### src/rtl/lifo_stack_pkg.sv
// ---------------------------------------------------------------------------
// lifo_stack_pkg
//   Shared definitions for the LIFO stack slice:
//     - default word width / pointer width
//     - the 2-bit operation encoding {push,pop}
//     - a helper that returns the stack depth for a given pointer width
// ---------------------------------------------------------------------------
package lifo_stack_pkg;

  localparam int DEF_DATA_WIDTH = 8;
  localparam int DEF_ADDR_WIDTH = 3;

  // Operation code is simply the concatenation {push, pop}.
  typedef enum logic [1:0] {
    OP_IDLE = 2'b00,
    OP_POP  = 2'b01,
    OP_PUSH = 2'b10,
    OP_BOTH = 2'b11
  } stack_op_e;

  function automatic int stack_depth(input int addr_width);
    return 2 ** addr_width;
  endfunction

endpackage

### src/rtl/lifo_mem.sv
// ---------------------------------------------------------------------------
// lifo_mem
//   DEPTH x DATA_WIDTH register array for the LIFO stack.
//   Synchronous write, asynchronous (combinational) read so the stack can
//   register the popped word in the same cycle the pop is requested.
// Ports
//   clk      in   rising-edge clock
//   wr_en    in   write strobe
//   wr_addr  in   write index
//   wr_data  in   write word
//   rd_addr  in   read index
//   rd_data  out  word at rd_addr (combinational)
// ---------------------------------------------------------------------------
module lifo_mem
  import lifo_stack_pkg::*;
#(
  parameter int DATA_WIDTH = DEF_DATA_WIDTH,
  parameter int ADDR_WIDTH = DEF_ADDR_WIDTH
) (
  input  logic                  clk,
  input  logic                  wr_en,
  input  logic [ADDR_WIDTH-1:0] wr_addr,
  input  logic [DATA_WIDTH-1:0] wr_data,
  input  logic [ADDR_WIDTH-1:0] rd_addr,
  output logic [DATA_WIDTH-1:0] rd_data
);

  localparam int DEPTH = stack_depth(ADDR_WIDTH);

  // Contents are deliberately not reset: the stack pointer alone defines
  // which words are meaningful.
  logic [DATA_WIDTH-1:0] mem_reg [DEPTH];

  always_ff @(posedge clk) begin
    if (wr_en) begin
      mem_reg[wr_addr] <= wr_data;
    end
  end

  assign rd_data = mem_reg[rd_addr];

endmodule

### src/rtl/lifo_stack.sv
// ---------------------------------------------------------------------------
// lifo_stack
//   Synchronous LIFO stack with push/pop control, saturating stack pointer
//   and registered status pulses.
// Ports
//   control_clock   in   rising-edge clock
//   reset           in   synchronous active-high reset, dominates push/pop
//   push            in   push data_in on top of stack
//   pop             in   pop top of stack into data_out
//   data_in         in   word to push
//   data_out        out  last popped word (registered)
//   data_valid      out  1-cycle pulse, data_out updated
//   full            out  stack_pointer == DEPTH
//   empty           out  stack_pointer == 0
//   overflow_flag   out  1-cycle pulse, push rejected on full stack
//   underflow_flag  out  1-cycle pulse, pop rejected on empty stack
//   stack_pointer   out  number of stored words, 0..DEPTH
// ---------------------------------------------------------------------------
module lifo_stack
  import lifo_stack_pkg::*;
#(
  parameter int DATA_WIDTH = DEF_DATA_WIDTH,
  parameter int ADDR_WIDTH = DEF_ADDR_WIDTH
) (
  input  logic                  control_clock,
  input  logic                  reset,
  input  logic                  push,
  input  logic                  pop,
  input  logic [DATA_WIDTH-1:0] data_in,
  output logic [DATA_WIDTH-1:0] data_out,
  output logic                  data_valid,
  output logic                  full,
  output logic                  empty,
  output logic                  overflow_flag,
  output logic                  underflow_flag,
  output logic [ADDR_WIDTH:0]   stack_pointer
);

  localparam int DEPTH = stack_depth(ADDR_WIDTH);
  // Pointer carries one extra bit so that DEPTH itself is representable.
  localparam logic [ADDR_WIDTH:0] SP_FULL = (ADDR_WIDTH+1)'(DEPTH);

  logic [ADDR_WIDTH:0]   sp_reg;
  logic [DATA_WIDTH-1:0] data_out_reg;
  logic                  data_valid_reg;
  logic                  overflow_reg;
  logic                  underflow_reg;

  stack_op_e             op;
  logic                  is_full;
  logic                  is_empty;
  logic [ADDR_WIDTH-1:0] top_idx;
  logic [ADDR_WIDTH-1:0] wr_addr;
  logic                  wr_en;
  logic [DATA_WIDTH-1:0] rd_data;

  assign op       = stack_op_e'({push, pop});
  assign is_full  = (sp_reg == SP_FULL);
  assign is_empty = (sp_reg == '0);

  // Index of the current top word: (sp-1) truncated to ADDR_WIDTH bits.
  // Only used when the stack is non-empty, so the wrap at sp=0 is harmless.
  assign top_idx = sp_reg[ADDR_WIDTH-1:0] - ADDR_WIDTH'(1);

  // Write port: a plain push lands at sp, a push&pop overwrites the top word.
  // Reset suppresses every write in its cycle.
  always_comb begin
    wr_en   = 1'b0;
    wr_addr = sp_reg[ADDR_WIDTH-1:0];
    if (!reset) begin
      case (op)
        OP_PUSH: wr_en = !is_full;
        OP_BOTH: begin
          if (!is_empty) begin
            wr_en   = 1'b1;
            wr_addr = top_idx;
          end
        end
        default: wr_en = 1'b0;
      endcase
    end
  end

  lifo_mem #(
    .DATA_WIDTH (DATA_WIDTH),
    .ADDR_WIDTH (ADDR_WIDTH)
  ) u_mem (
    .clk     (control_clock),
    .wr_en   (wr_en),
    .wr_addr (wr_addr),
    .wr_data (data_in),
    .rd_addr (top_idx),
    .rd_data (rd_data)
  );

  // Pointer, data_out and the three status pulses. Pulses default low every
  // cycle, and each op branch raises at most one of them, which keeps them
  // mutually exclusive.
  always_ff @(posedge control_clock) begin
    if (reset) begin
      sp_reg         <= '0;
      data_out_reg   <= '0;
      data_valid_reg <= 1'b0;
      overflow_reg   <= 1'b0;
      underflow_reg  <= 1'b0;
    end else begin
      data_valid_reg <= 1'b0;
      overflow_reg   <= 1'b0;
      underflow_reg  <= 1'b0;
      case (op)
        OP_PUSH: begin
          if (is_full) begin
            overflow_reg <= 1'b1;
          end else begin
            sp_reg <= sp_reg + 1'b1;
          end
        end
        OP_POP: begin
          if (is_empty) begin
            underflow_reg <= 1'b1;
          end else begin
            data_out_reg   <= rd_data;
            data_valid_reg <= 1'b1;
            sp_reg         <= sp_reg - 1'b1;
          end
        end
        OP_BOTH: begin
          // Replace-top returns the old top word; on an empty stack the
          // incoming word is bypassed straight to data_out.
          data_out_reg   <= is_empty ? data_in : rd_data;
          data_valid_reg <= 1'b1;
        end
        default: begin
        end
      endcase
    end
  end

  assign stack_pointer  = sp_reg;
  assign data_out       = data_out_reg;
  assign data_valid     = data_valid_reg;
  assign overflow_flag  = overflow_reg;
  assign underflow_flag = underflow_reg;
  assign full           = is_full;
  assign empty          = is_empty;

endmodule

### config.mk
export PLATFORM = sky130hd
export DESIGN_NAME = lifo_stack
export DESIGN_NICKNAME = d
export VERILOG_FILES = /design/src/rtl/lifo_stack_pkg.sv /design/src/rtl/lifo_mem.sv /design/src/rtl/lifo_stack.sv
export SDC_FILE = /design/constraint.sdc
export NUM_CORES = 1
export LEC_CHECK = 0
export ABC_AREA = 1
export BUFFER_PORTS_ARGS = -buffer_cell sky130_fd_sc_hd__buf_2
export CAP_MARGIN = 25
export CORE_MARGIN = 4
export CORE_UTILIZATION = 40
export CTS_CLUSTER_DIAMETER = 40
export DETAILED_ROUTE_END_ITERATION = 7
export GPL_TIMING_DRIVEN = 0
export PLACE_DENSITY = 0.66
export RECOVER_POWER = 25
export SLEW_MARGIN = 10
export SYNTH_ARGS = -nofsm -noshare
export SYNTH_HDL_FRONTEND = slang
export SYNTH_SLANG_ARGS = --single-unit
### constraint.sdc
create_clock -name control_clock -period 4.7 [get_ports control_clock]
set_input_delay 1.41 -clock control_clock [delete_from_list [all_inputs] [get_ports control_clock]]
set_output_delay 1.41 -clock control_clock [all_outputs]
set_load 0.03 [all_outputs]
Word-level counts from Yosys, hierarchy flattened
Memories as Yosys holds them, arrays and structs flattened. Index checks and enable logic that the tools add are counted.

$lt $le $gt $ge: 0. Eq/ne operators: 6. Shifts and indexed selects: 0. Add/subtract/negate cells: 3. Muxes and demuxes: 17. Div/mod/pow operators: 0. Reductions and logical operators: 8. Multipliers: 0. Bitwise gates (word level): 2.

Operator list (number): $mux 8 (2); $pmux 8 s2 (1); $mux 3 (3); $mux 4 (2); $pmux 4 s2 (1); $mux 1 (6); $add 4x1->4 const B (1); $eq 2x2->1 const B (2); $eq 4x4->1 const B (1); $logic_not 4->1 (1); $ne 2x2->1 const B (2); $pmux 1 s2 (2); $reduce_bool 2->1 (2); $reduce_or 2->1 (2); $sub 4x1->4 const B (1); $reduce_and 3->1 (1); $sub 3x1->3 const B (1); $eq 2x1->1 const B (1); $not 1->1 (2); $reduce_and 2->1 (1); $logic_not 1->1 (1).

Memories: 1. Input bits: 12. Bits in writable memories: 64. Register bits after elaboration: 15. ROM bits: 0. Logic and storage cells: 42. Output and inout bits: 17. Bits in latches: 0.

Memories: u_mem.mem_reg (words 8, width 8, read ports 1, clocked after memory_dff 0, write ports 1, line lifo_mem.sv:32) `logic [DATA_WIDTH-1:0] mem_reg [DEPTH];`.

Depth between registers and ports, before layout
Depth in word-level cells: 6. Depth in mapped cells: 12. Mapped depth without buffers: 11.

Cells and area by module
From an unflattened synthesis, not the netlist that was laid out.

Cells, all modules: 420. Area, all modules: 3807.4 µm².

By module, submodules not included: lifo_mem (area an instance 2890.3 µm², cells each 295, instances 1); lifo_stack (area an instance 917.1 µm², cells each 125, instances 1).

Worst setup path after synthesis
No wires, ideal clock.

Path kind: flip-flop to output port. Start point: reg sp_reg[0], in the netlist stack_pointer[0]. End point: out empty. Path slack: 1.771 ns. Data arrival time: 1.519 ns. Required time: 3.290 ns. Buffers on the path: 3. Stages on the path, launching flop included: 8. Cells stage by stage: dfxtp_1 -> buf_4 -> inv_2 -> buf_4 -> ha_1 -> nand3_2 -> buf_6 -> inv_2.

Cells in the longest elaborated chain, start to end: 1.

Ends and longest elaborated chain: start: declaration (line lifo_stack.sv:43) `logic [ADDR_WIDTH:0] sp_reg;`; start signal: assignment (line lifo_stack.sv:115) `sp_reg <= sp_reg + 1'b1;`; start signal: assignment (line lifo_stack.sv:124) `sp_reg <= sp_reg - 1'b1;`; $logic_not 4->1 (line lifo_stack.sv:59) `assign is_empty = (sp_reg == '0);`; end: declaration (line lifo_stack.sv:33) `output logic empty,`.

No other way between the ends.

Worst setup path in the final report
Same ends and word-level chain as after synthesis.

==> impl_metrics.csv <==
group,metric,value,unit
global_route,pin_count_of_the_biggest_net_entering_global_routing,16,
final_layout,largest_reg_flops,64,
clock_network,path_clk_slew,80,ps
timing,report.final.slew_viol_count,0,
route,wl_per_cell,15.20,µm
timing,post-route-worst-setup-slack,1293,ps
power,irDropWorstVdd,0.2569,mV
synthesis,avgSynthCellArea,10.37,µm²
critical_path,timing.reg2reg.worst_path_depth,11,
synthesis,synth.ff_latch_count,79,
placed_design,dpl.hpwl,5214,µm
clock_network,h_tree_levels,3,
critical_path,critical_path_rt,3290,ps
power,power_per_cell_area,420.8,mW/mm²
critical_path,critPathCapture,"empty",
timing,timing.clock.skew,9.426,ps
synthesis,synth.cell_area,0.003486,mm²
global_route,grt_pass1_vias,2303,
synthesis,synth_top_area_cell,"edfxtp_1",
final_layout,layout.area.seq,0.002222,mm²
placed_design,io_buffer_count,28,
die,num_io_pins,29,
route,wl,7372,µm
synthesis,yosysWarningCount,0,
synthesis,number_of_standard_cells_after_synthesis,336,
clock_network,cts_hold_buf,0,
route,detail_route.drc_violations,0,
timing,finalHoldWorstSlack,464.6,ps
job,cap_viol_max_count,0,
critical_path,worst_r2r_endpoint,"u_mem.mem_reg[1][1]",
die,fp.dieW,101.4,µm
clock_network,cts_root_buf,"clkbuf_8",
critical_path,worstPathMaxFanout,11,
global_route,grt_overflow_total,0,
route,viasPerCell,5.041,
timing,finalSetupTns,0,ps
critical_path,worst_case_register_to_register_setup_slack,1910,ps
global_route,antenna_found_initial,0,
global_route,gr-usage-all-layers,15.47,%
final_layout,final_cell_mix,"97 x nand2_1, 64 x edfxtp_1, 54 x nand3_1, 27 x nor2_1, 23 x buf_2",
timing,count_of_endpoints_failing_setup_in_the_final_report,0,
critical_path,worst_setup_path_start_kind,"flip-flop",
critical_path,worst_setup_path_startpoint,"stack_pointer[0]",
die,core-area,0.008341,mm²
timing,max_clock_freq,293.5,MHz
synthesis,synth-seq-area-share,63.75,%
final_layout,finish.net_count,391,
clock_network,ctsLongestPathBuffers,2,
placed_design,dp_slack,1401,ps
power,cellLeakagePower,1.571,nW
critical_path,cp_data_arrival_time,2000,ps
timing,final.min_clock_period,3407,ps
timing,tightestPinTransition,819.4,ps
hold_path,class_of_the_tightest_hold_or_removal_check,"flip-flop to flip-flop",
timing,fin_crit_sh,72.49,%
synthesis,synth_nets,352,
placed_design,dpl_cell_area,0.003757,mm²
final_layout,insertedDiodeCount,0,
synthesis,synth.lib_cells_used.distinct,28,
placed_design,finalWeightedCongestion,0.8804,
route,dr.first_iter.drc_count,147,
route,detailedRoute.firstPassIterationCount,4,
final_layout,drive_gt1_share,18.95,%
timing,grt_setup_unrepaired,"false",
final_layout,multi_input_comb_area,0.001094,mm²
die,num_rows,33,
clock_network,cts_inserted_buffers,9,
timing,max_slew_headroom,45.17,%
clock_network,tritoncts,"built",
synthesis,yosys-top-cells-area,"edfxtp_1 55%, nand2_1 10%, dfxtp_1 8.6%, nand3_1 7.8%, nor2_1 2.9%",
die,die_y,101.4,µm
clock_network,clock_insertion_delay_at_the_later_pin_of_the_skew_report,350,ps
clock_network,number_of_setup_buffers_added_after_cts,0,
final_layout,finalNonFillerCells,485,
critical_path,worstSetupPathType,"flip-flop to primary output",
global_route,grt_pass1_wl,11990,µm
critical_path,crit_path_capture_type,"primary output",
final_layout,postLayoutCellArea,0.003936,mm²
outcome,run_status,"complete, no violations",
die,design.die.area,0.01027,mm²
placed_design,place.detailed.instances,469,
final_layout,layout_commonest_cell,"nand2_1",
final_layout,areaGrowthSynthToFinish,12.92,%
route,routed_via_count,2445,
synthesis,synth_top_area_share,55.13,%
critical_path,worstReg2RegStart,"stack_pointer[0]",
clock_network,clock_sink_count,79,
die,initial_core_util,41.79,%
clock_network,post_cts_resized,0,
final_layout,final.fill_count,796,
timing,timing.final.hold_violations,0,
route,final_antenna_net_count,0,
## worst min path at each step
stage / startpoint / slack, ps / depth (start not counted) / end
after floorplan: data_out[0] / 590 / 2 / data_out[0]
after CTS: data_out[3] / 470 / 2 / data_out[3]
after global placement: data_out[7] / 450 / 2 / data_out[7]
after detailed placement: data_out[3] / 450 / 2 / data_out[3]
after global routing: data_out[2] / 490 / 2 / data_out[2]
final: data_out[3] / 460 / 2 / data_out[3]
## power breakdown
group,leakage (nW),switching [mW],internal (mW)
logic,0.781,0.263,0.121
registers,0.700,0.0115,0.785
clock network,0.0899,0.263,0.213
## cells by family after synthesis
family	Yosys count	synth area share [%]
XOR/XNOR	2	0.7180
AND/OR/NAND/NOR	192	24.77
adder cells (fa/ha/maj)	4	1.651
buffers and inverters	33	4.882
AO/OA/AOI/OAI	26	4.236
flip-flops	79	63.75
## metrics by stage
| step | power [mW] | utilization (%) |
|---|---|---|
| after floorplan | 1.092 | - |
| after global placement | 1.195 | 45.05 |
| after detailed placement | 1.199 | 45.05 |
| after CTS | 1.669 | 47.30 |
| after global routing | 1.755 | 47.19 |
| final | 1.656 | 47.19 |
## final cells by class
type	instances	area share [%]
Sequential cell	79	56.45
Multi-Input combinational cell	224	27.78
Clock buffer	10	3.496
Timing Repair Buffer	28	3.338
Tap cell	105	3.338
Buffer	13	2.352
Inverter	20	1.971
Clock inverter	6	1.271
## routing by layer
metal  vias up  wire (µm)  GRT usage (%)
met5         -          0              0
met4         0        139          5.010
met3        14        418          4.545
met2        63       3615          25.40
met1      1151       3199          19.72
li1       1217          -              -
## cells in the mapped netlist
| library cell | count |
|---|---|
| nand3_1 | 54 |
| xor2_2 | 1 |
| nand3_2 | 1 |
| xnor2_1 | 1 |
| o21ai_2 | 2 |
| nand2_1 | 97 |
| nand2_2 | 4 |
| inv_1 | 13 |
| nor2_4 | 3 |
| a21o_1 | 1 |
| nand2b_4 | 1 |
| nor4_1 | 1 |
| nand2_4 | 3 |
| nor3_1 | 1 |
| a21oi_1 | 12 |
| inv_4 | 1 |
| ha_1 | 3 |
| buf_2 | 2 |
| buf_4 | 7 |
| edfxtp_1 | 64 |
| nor2_1 | 27 |
| clkbuf_1 | 2 |
| dfxtp_1 | 15 |
| inv_2 | 6 |
| o21ai_0 | 9 |
| fa_1 | 1 |
| buf_6 | 2 |
| a21oi_2 | 2 |
## critical path: stages, from the launching register on
cell and delay (ps):
dfxtp_1 310, buf_4 180, inv_2 100, buf_4 210, ha_1 270, nand3_2 120
buf_6 170, inv_2 80, buf_2 200
Note: power is estimated with default switching activity, not from simulation.
